### src/rtl/adc_frame_writer_pkg.sv
// Shared definitions for the ADC frame capture path and the downstream scan stage.
package adc_frame_writer_pkg;

    localparam int N_PIXELS_DEF = 576;   // 24x24 sensor
    localparam int ADDR_W_DEF   = 10;
    localparam int DATA_W_DEF   = 12;
    localparam int SETTLE_DEF   = 2;
    localparam int SETTLE_W     = 4;     // discard count fits 0..15

    // One-hot capture states; a stray multi-bit pattern recovers to IDLE.
    typedef enum logic [3:0] {
        ST_IDLE    = 4'b0001,
        ST_SETTLE  = 4'b0010,
        ST_CAPTURE = 4'b0100,
        ST_DONE    = 4'b1000
    } state_t;

    // Any state other than IDLE means a frame is in flight.
    function automatic logic state_busy(input state_t s);
        return (s != ST_IDLE);
    endfunction

endpackage

### src/rtl/adc_frame_writer_minmax.sv
// Extrema tracker: working min/max seeded by the first pixel, copied out when the frame ends.
module frame_minmax
    import adc_frame_writer_pkg::*;
#(
    parameter int DATA_W = DATA_W_DEF
) (
    input  logic              clk,
    input  logic              rst,
    input  logic              sample_en,
    input  logic              first,
    input  logic [DATA_W-1:0] sample,
    input  logic              latch,
    output logic [DATA_W-1:0] min_val,
    output logic [DATA_W-1:0] max_val
);

    // Lane 0 tracks the minimum, lane 1 the maximum; ties never replace the held value.
    genvar gi;
    generate
        for (gi = 0; gi < 2; gi++) begin : g_ext
            logic [DATA_W-1:0] work_reg;
            logic [DATA_W-1:0] held_reg;
            logic              better;

            assign better = (gi == 0) ? (sample < work_reg) : (sample > work_reg);

            // Update the working extreme on each pixel, publish it on the latch strobe.
            always_ff @(posedge clk) begin
                if (rst) begin
                    work_reg <= '0;
                    held_reg <= '0;
                end else begin
                    if (sample_en && (first || better)) begin
                        work_reg <= sample;
                    end
                    if (latch) begin
                        held_reg <= work_reg;
                    end
                end
            end
        end
    endgenerate

    assign min_val = g_ext[0].held_reg;
    assign max_val = g_ext[1].held_reg;

endmodule

### src/rtl/adc_frame_writer.sv
// Captures one armed frame of ADC samples into BRAM port A, with settle discard and extrema.
module adc_frame_writer
    import adc_frame_writer_pkg::*;
#(
    parameter int N_PIXELS       = N_PIXELS_DEF,
    parameter int ADDR_W         = ADDR_W_DEF,
    parameter int DATA_W         = DATA_W_DEF,
    parameter int SETTLE_SAMPLES = SETTLE_DEF
) (
    input  logic              clk,
    input  logic              rst,
    input  logic              i_arm,
    input  logic              i_adc_valid,
    input  logic [DATA_W-1:0] i_adc_data,
    output logic              o_ram_we,
    output logic [ADDR_W-1:0] o_ram_addr,
    output logic [DATA_W-1:0] o_ram_wdata,
    output logic              o_busy,
    output logic              o_frame_done,
    output logic              o_overrun,
    output logic [DATA_W-1:0] o_min_val,
    output logic [DATA_W-1:0] o_max_val
);

    localparam logic [ADDR_W-1:0]   PIX_LAST    = ADDR_W'(N_PIXELS - 1);
    localparam logic [SETTLE_W-1:0] SETTLE_LAST =
        SETTLE_W'((SETTLE_SAMPLES > 0) ? (SETTLE_SAMPLES - 1) : 0);

    state_t              state_reg;
    state_t              state_next;
    logic [SETTLE_W-1:0] settle_cnt_reg;
    logic [ADDR_W-1:0]   pix_cnt_reg;

    logic arm_idle;
    logic accept;
    logic last_pix;
    logic settle_last;

    // An arm only starts a frame from IDLE; samples count only while capturing.
    assign arm_idle    = i_arm && (state_reg == ST_IDLE);
    assign accept      = i_adc_valid && (state_reg == ST_CAPTURE);
    assign last_pix    = (pix_cnt_reg == PIX_LAST);
    assign settle_last = (settle_cnt_reg == SETTLE_LAST);
    assign o_busy      = state_busy(state_reg);

    // State register.
    always_ff @(posedge clk) begin
        if (rst) begin
            state_reg <= ST_IDLE;
        end else begin
            state_reg <= state_next;
        end
    end

    // Next-state: arm -> settle (or straight to capture) -> capture N pixels -> one DONE cycle.
    always_comb begin
        state_next = state_reg;
        unique case (state_reg)
            ST_IDLE: begin
                if (i_arm) begin
                    state_next = (SETTLE_SAMPLES > 0) ? ST_SETTLE : ST_CAPTURE;
                end
            end
            ST_SETTLE: begin
                if (i_adc_valid && settle_last) begin
                    state_next = ST_CAPTURE;
                end
            end
            ST_CAPTURE: begin
                if (accept && last_pix) begin
                    state_next = ST_DONE;
                end
            end
            ST_DONE: begin
                state_next = ST_IDLE;
            end
            default: begin
                state_next = ST_IDLE;
            end
        endcase
    end

    // Discard and pixel counters; both restart on a fresh arm, the pixel count parks at the last index.
    always_ff @(posedge clk) begin
        if (rst) begin
            settle_cnt_reg <= '0;
            pix_cnt_reg    <= '0;
        end else if (arm_idle) begin
            settle_cnt_reg <= '0;
            pix_cnt_reg    <= '0;
        end else begin
            if ((state_reg == ST_SETTLE) && i_adc_valid) begin
                settle_cnt_reg <= settle_cnt_reg + 1'b1;
            end
            if (accept && !last_pix) begin
                pix_cnt_reg <= pix_cnt_reg + 1'b1;
            end
        end
    end

    // BRAM write port: one registered write per accepted sample, address/data hold otherwise.
    always_ff @(posedge clk) begin
        if (rst) begin
            o_ram_we    <= 1'b0;
            o_ram_addr  <= '0;
            o_ram_wdata <= '0;
        end else begin
            o_ram_we <= accept;
            if (accept) begin
                o_ram_addr  <= pix_cnt_reg;
                o_ram_wdata <= i_adc_data;
            end
        end
    end

    // Frame-done pulse trails DONE by a cycle; overrun is sticky until the next accepted arm.
    always_ff @(posedge clk) begin
        if (rst) begin
            o_frame_done <= 1'b0;
            o_overrun    <= 1'b0;
        end else begin
            o_frame_done <= (state_reg == ST_DONE);
            if (arm_idle) begin
                o_overrun <= 1'b0;
            end else if (i_arm && o_busy) begin
                o_overrun <= 1'b1;
            end
        end
    end

    frame_minmax #(
        .DATA_W(DATA_W)
    ) u_minmax (
        .clk      (clk),
        .rst      (rst),
        .sample_en(accept),
        .first    (pix_cnt_reg == '0),
        .sample   (i_adc_data),
        .latch    (state_reg == ST_DONE),
        .min_val  (o_min_val),
        .max_val  (o_max_val)
    );

endmodule

### config.mk
export PLATFORM = sky130hd
export DESIGN_NAME = adc_frame_writer
export DESIGN_NICKNAME = d
export VERILOG_FILES = /design/src/rtl/adc_frame_writer_pkg.sv /design/src/rtl/adc_frame_writer_minmax.sv /design/src/rtl/adc_frame_writer.sv
export SDC_FILE = /design/constraint.sdc
export NUM_CORES = 1
export LEC_CHECK = 0
export ABC_CLOCK_PERIOD_IN_PS = 2100
export CORE_MARGIN = 3
export CORE_UTILIZATION = 35
export DETAILED_ROUTE_END_ITERATION = 12
export HOLD_SLACK_MARGIN = 0.06
export PLACE_DENSITY = 0.66
export SETUP_SLACK_MARGIN = 0.15
export SKIP_CTS_REPAIR_TIMING = 1
export SYNTH_ARGS = -nofsm -noshare
export SYNTH_HDL_FRONTEND = slang
export SYNTH_HIERARCHICAL = 1
export SYNTH_SLANG_ARGS = --single-unit
### constraint.sdc
create_clock -name clk -period 2.1 [get_ports clk]
set_input_delay 0.42 -clock clk [delete_from_list [all_inputs] [get_ports clk]]
set_output_delay 0.42 -clock clk [all_outputs]
set_load 0.05 [all_outputs]
==> flow_summary.ini, run 1 <==
[critical_path]
crit_fanout = 12
path_class = flop to flop
critPathArrivalTime_ns = 2.30
cp-end-kind = flop
ff2ff_path_depth = 9
crit_required_ns = 2.37
cp-start-kind = flop

[timing]
setup_ws_ns = 0.0686
post-route-period-util_pct = 96.7
finClkSkew_ns = 0.00829
rsz0062_at_grt = yes
max_freq_mhz = 492
final_hold_viol_count = 0
worst_pin_slew_ns = 0.696
period_needed_ns = 2.03
maxSlewHeadroom_pct = 53.6
tns_ns = 0
finalSetupViolCount = 0
slew_violations = 0

[synthesis]
ys_seq_area_share_pct = 40.4
netlist_instances = 517
synth_nets = 560
yosysUniqueCellTypes = 48
syn_area_per_cell_sq_um = 8.72
ys.warnings.count = 6
synth_area_sq_mm = 0.00451
synth_seq_cells = 91

[cells_and_area]
final_cell_mix = dfxtp_1, nand2_1, a21oi_1
nets = 653
utilization_pct = 49.8
drive_gt1_share_pct = 16.9
antenna_cells = 0
largest_reg_flops = 24
areaGrowthSynthToFinish_pct = 36.0
layout_commonest_cell = dfxtp_1

[power_and_ir_drop]
p_sw_share_pct = 23.9
power_frac_seq_pct = 49.3
p_clk_share_pct = 43.2
p_sw_uw = 845
power_uw = 3530
p_leak_uw = 0.00236
max-vdd-ir-drop_uv = 402
power.share.combinational_pct = 7.6
p_per_area_mw_per_mm2 = 576
p_int_uw = 2690

[min_path]
hp-class = flop to flop
hold_depth = 2

[global_routing]
track_usage_pct = 16.4
globalRouteOverflowTotal = 0
grt_max_degree = 44
antenna_found_initial = 0
grt_pass1_wl_mm = 19.1
grt_pass1_vias = 3895

[clock_network]
cts_tree = done
cts_root_buffer = clkbuf_16
htreeDepth = 3
clkSlewWorstSetupHoldPaths_ns = 0.07
insertion_delay_ns = 0.34
numClockSinks = 91
cts-buffers-inserted = 9
cts_buffer_depth = 2

[placement]
portBuffers = 65
hpwl_mm = 8.51
place_ws_ns = -0.457
gp_congestion = 0.909

[flow_run]
maxCapViolCount = 0

[route]
top_layer = met4
dr_total_vias = 4024
firstDrtPassIters = 5
viasPerCell = 5.14
drt_iter0_drc = 242
met3_length_um = 742
m1WireLength_mm = 5.47
met2_wirelength_mm = 5.62
postRouteAntennaNets = 0
drc_errors = 0
routedWlPerCell_um = 15.4
routed_wirelength_mm = 12.0

[floorplan]
rows = 40
start_util_pct = 36.6
core_sq_mm = 0.0123
fp.dieW_um = 120
die_area_sq_mm = 0.0143
io_pins = 66
die_y_um = 120

[status]
status = finished, final reports clean
## layout make-up
type	instances	area, sq um
flip-flops and latches	91	1830
well taps	168	210
fillers	1185	6180
clock buffers	11	243
multi-input cells	367	2620
clock inverters	5	38.8
inverters	30	113
repair buffers	111	1070
## layer usage
metal  vias up  global-route usage [%]
met5         -                       0
met4         0                    5.30
met3        20                    3.06
met2       113                    26.6
met1      1877                    22.2
li1       2014                       -
## final timing paths
kind / end / slack [ns] / from
worst min-delay path: o_ram_addr[4] / 0.45 / o_ram_addr[4]
worst max-delay path: u_minmax/g_ext[0].work_reg[1] / 0.07 / pix_cnt_reg[9]
worst min register to register: o_ram_addr[4] / 0.45 / o_ram_addr[4]
worst max register to register: u_minmax/g_ext[0].work_reg[1] / 0.07 / pix_cnt_reg[9]
## cells in the mapped netlist, drive strengths merged
cell type  count  area (sq um)
dfxtp         91          1820
nand2         53           201
a21oi         50           250
nand2b        48           300
nor2          45           169
mux2i         36           360
inv           30           113
ha            27           338
clkbuf        17          63.8
a31oi         13          81.3
buf           13          76.3
o311ai        12           105
nand3          8          40.0
nand4          7          43.8
o21ai          6          30.0
o31ai          6          45.0
a21o           5          37.5
nor4b          5          71.3
or3            5          31.3
or4            5          37.5
and3           3          23.8
nor2b          3          18.8
o211ai         3          22.5
xor2           3          26.3
a211oi         2          15.0
a21boi         2          26.3
a22oi          2          15.0
and2           2          12.5
and4           2          17.5
nand3b         2          15.0
nor4           2          12.5
a2111oi        1          8.76
a211o          1          8.76
a221o          1          10.0
a311oi         1          8.76
nand4b         1          8.76
nand4bb        1          11.3
o2111a         1          11.3
o41a           1          11.3
o41ai          1          8.76
## kinds of logic (layout without fill, tap and decap cells)
logic type / after synthesis / after routing / share of synthesized area [%]
AO/OA/AOI/OAI: 108 / 108 / 15.4
multiplexers: 36 / 36 / 7.99
XOR/XNOR: 3 / 3 / 0.583
buffers and inverters: 60 / 157 / 5.60
AND/OR/NAND/NOR: 192 / 193 / 22.5
adder cells (fa/ha/maj): 27 / 27 / 7.49
flip-flops: 91 / 91 / 40.4
## stage by stage
step,area (sq um),hold slack (ns),cells
floorplan,4530,0.458,517
global placement,5580,0.444,762
detailed placement,5580,0.447,762
CTS,5860,0.456,778
global route,6130,0.474,783
finish,6130,0.453,783
## power by group through the flow
| stage | clock network (uW) | registers, uW | logic, uW |
|---|---|---|---|
| final | 1520 | 1740 | 267 |
| after global routing | 1620 | 1740 | 292 |
| after floorplan | 0 | 1780 | 129 |
| after global placement | 0 | 1780 | 254 |
| after detailed placement | 0 | 1780 | 258 |
| after CTS | 1570 | 1740 | 259 |
## worst max-delay path: stages, from the launching register on
cell	delay [ns]
dfxtp_2	0.32
nor4_2	0.25
nand3b_1	0.15
nor4_4	0.27
nand2_2	0.13
o2111a_1	0.16
nand4b_1	0.08
a21boi_4	0.21
buf_12	0.17
mux2i_2	0.21
(Power assumes the default switching activity.)
==> run 2, diff against run 1 <==
--- a/config.mk
+++ b/config.mk
@@ -13,6 +13,7 @@
 export PLACE_DENSITY = 0.66
 export SETUP_SLACK_MARGIN = 0.15
 export SKIP_CTS_REPAIR_TIMING = 1
+export SLEW_MARGIN = 20
 export SYNTH_ARGS = -nofsm -noshare
 export SYNTH_HDL_FRONTEND = slang
 export SYNTH_HIERARCHICAL = 1
==> results of run 2 <==
Same layout as run 1: the final DEF is identical, and so are final timing and power.
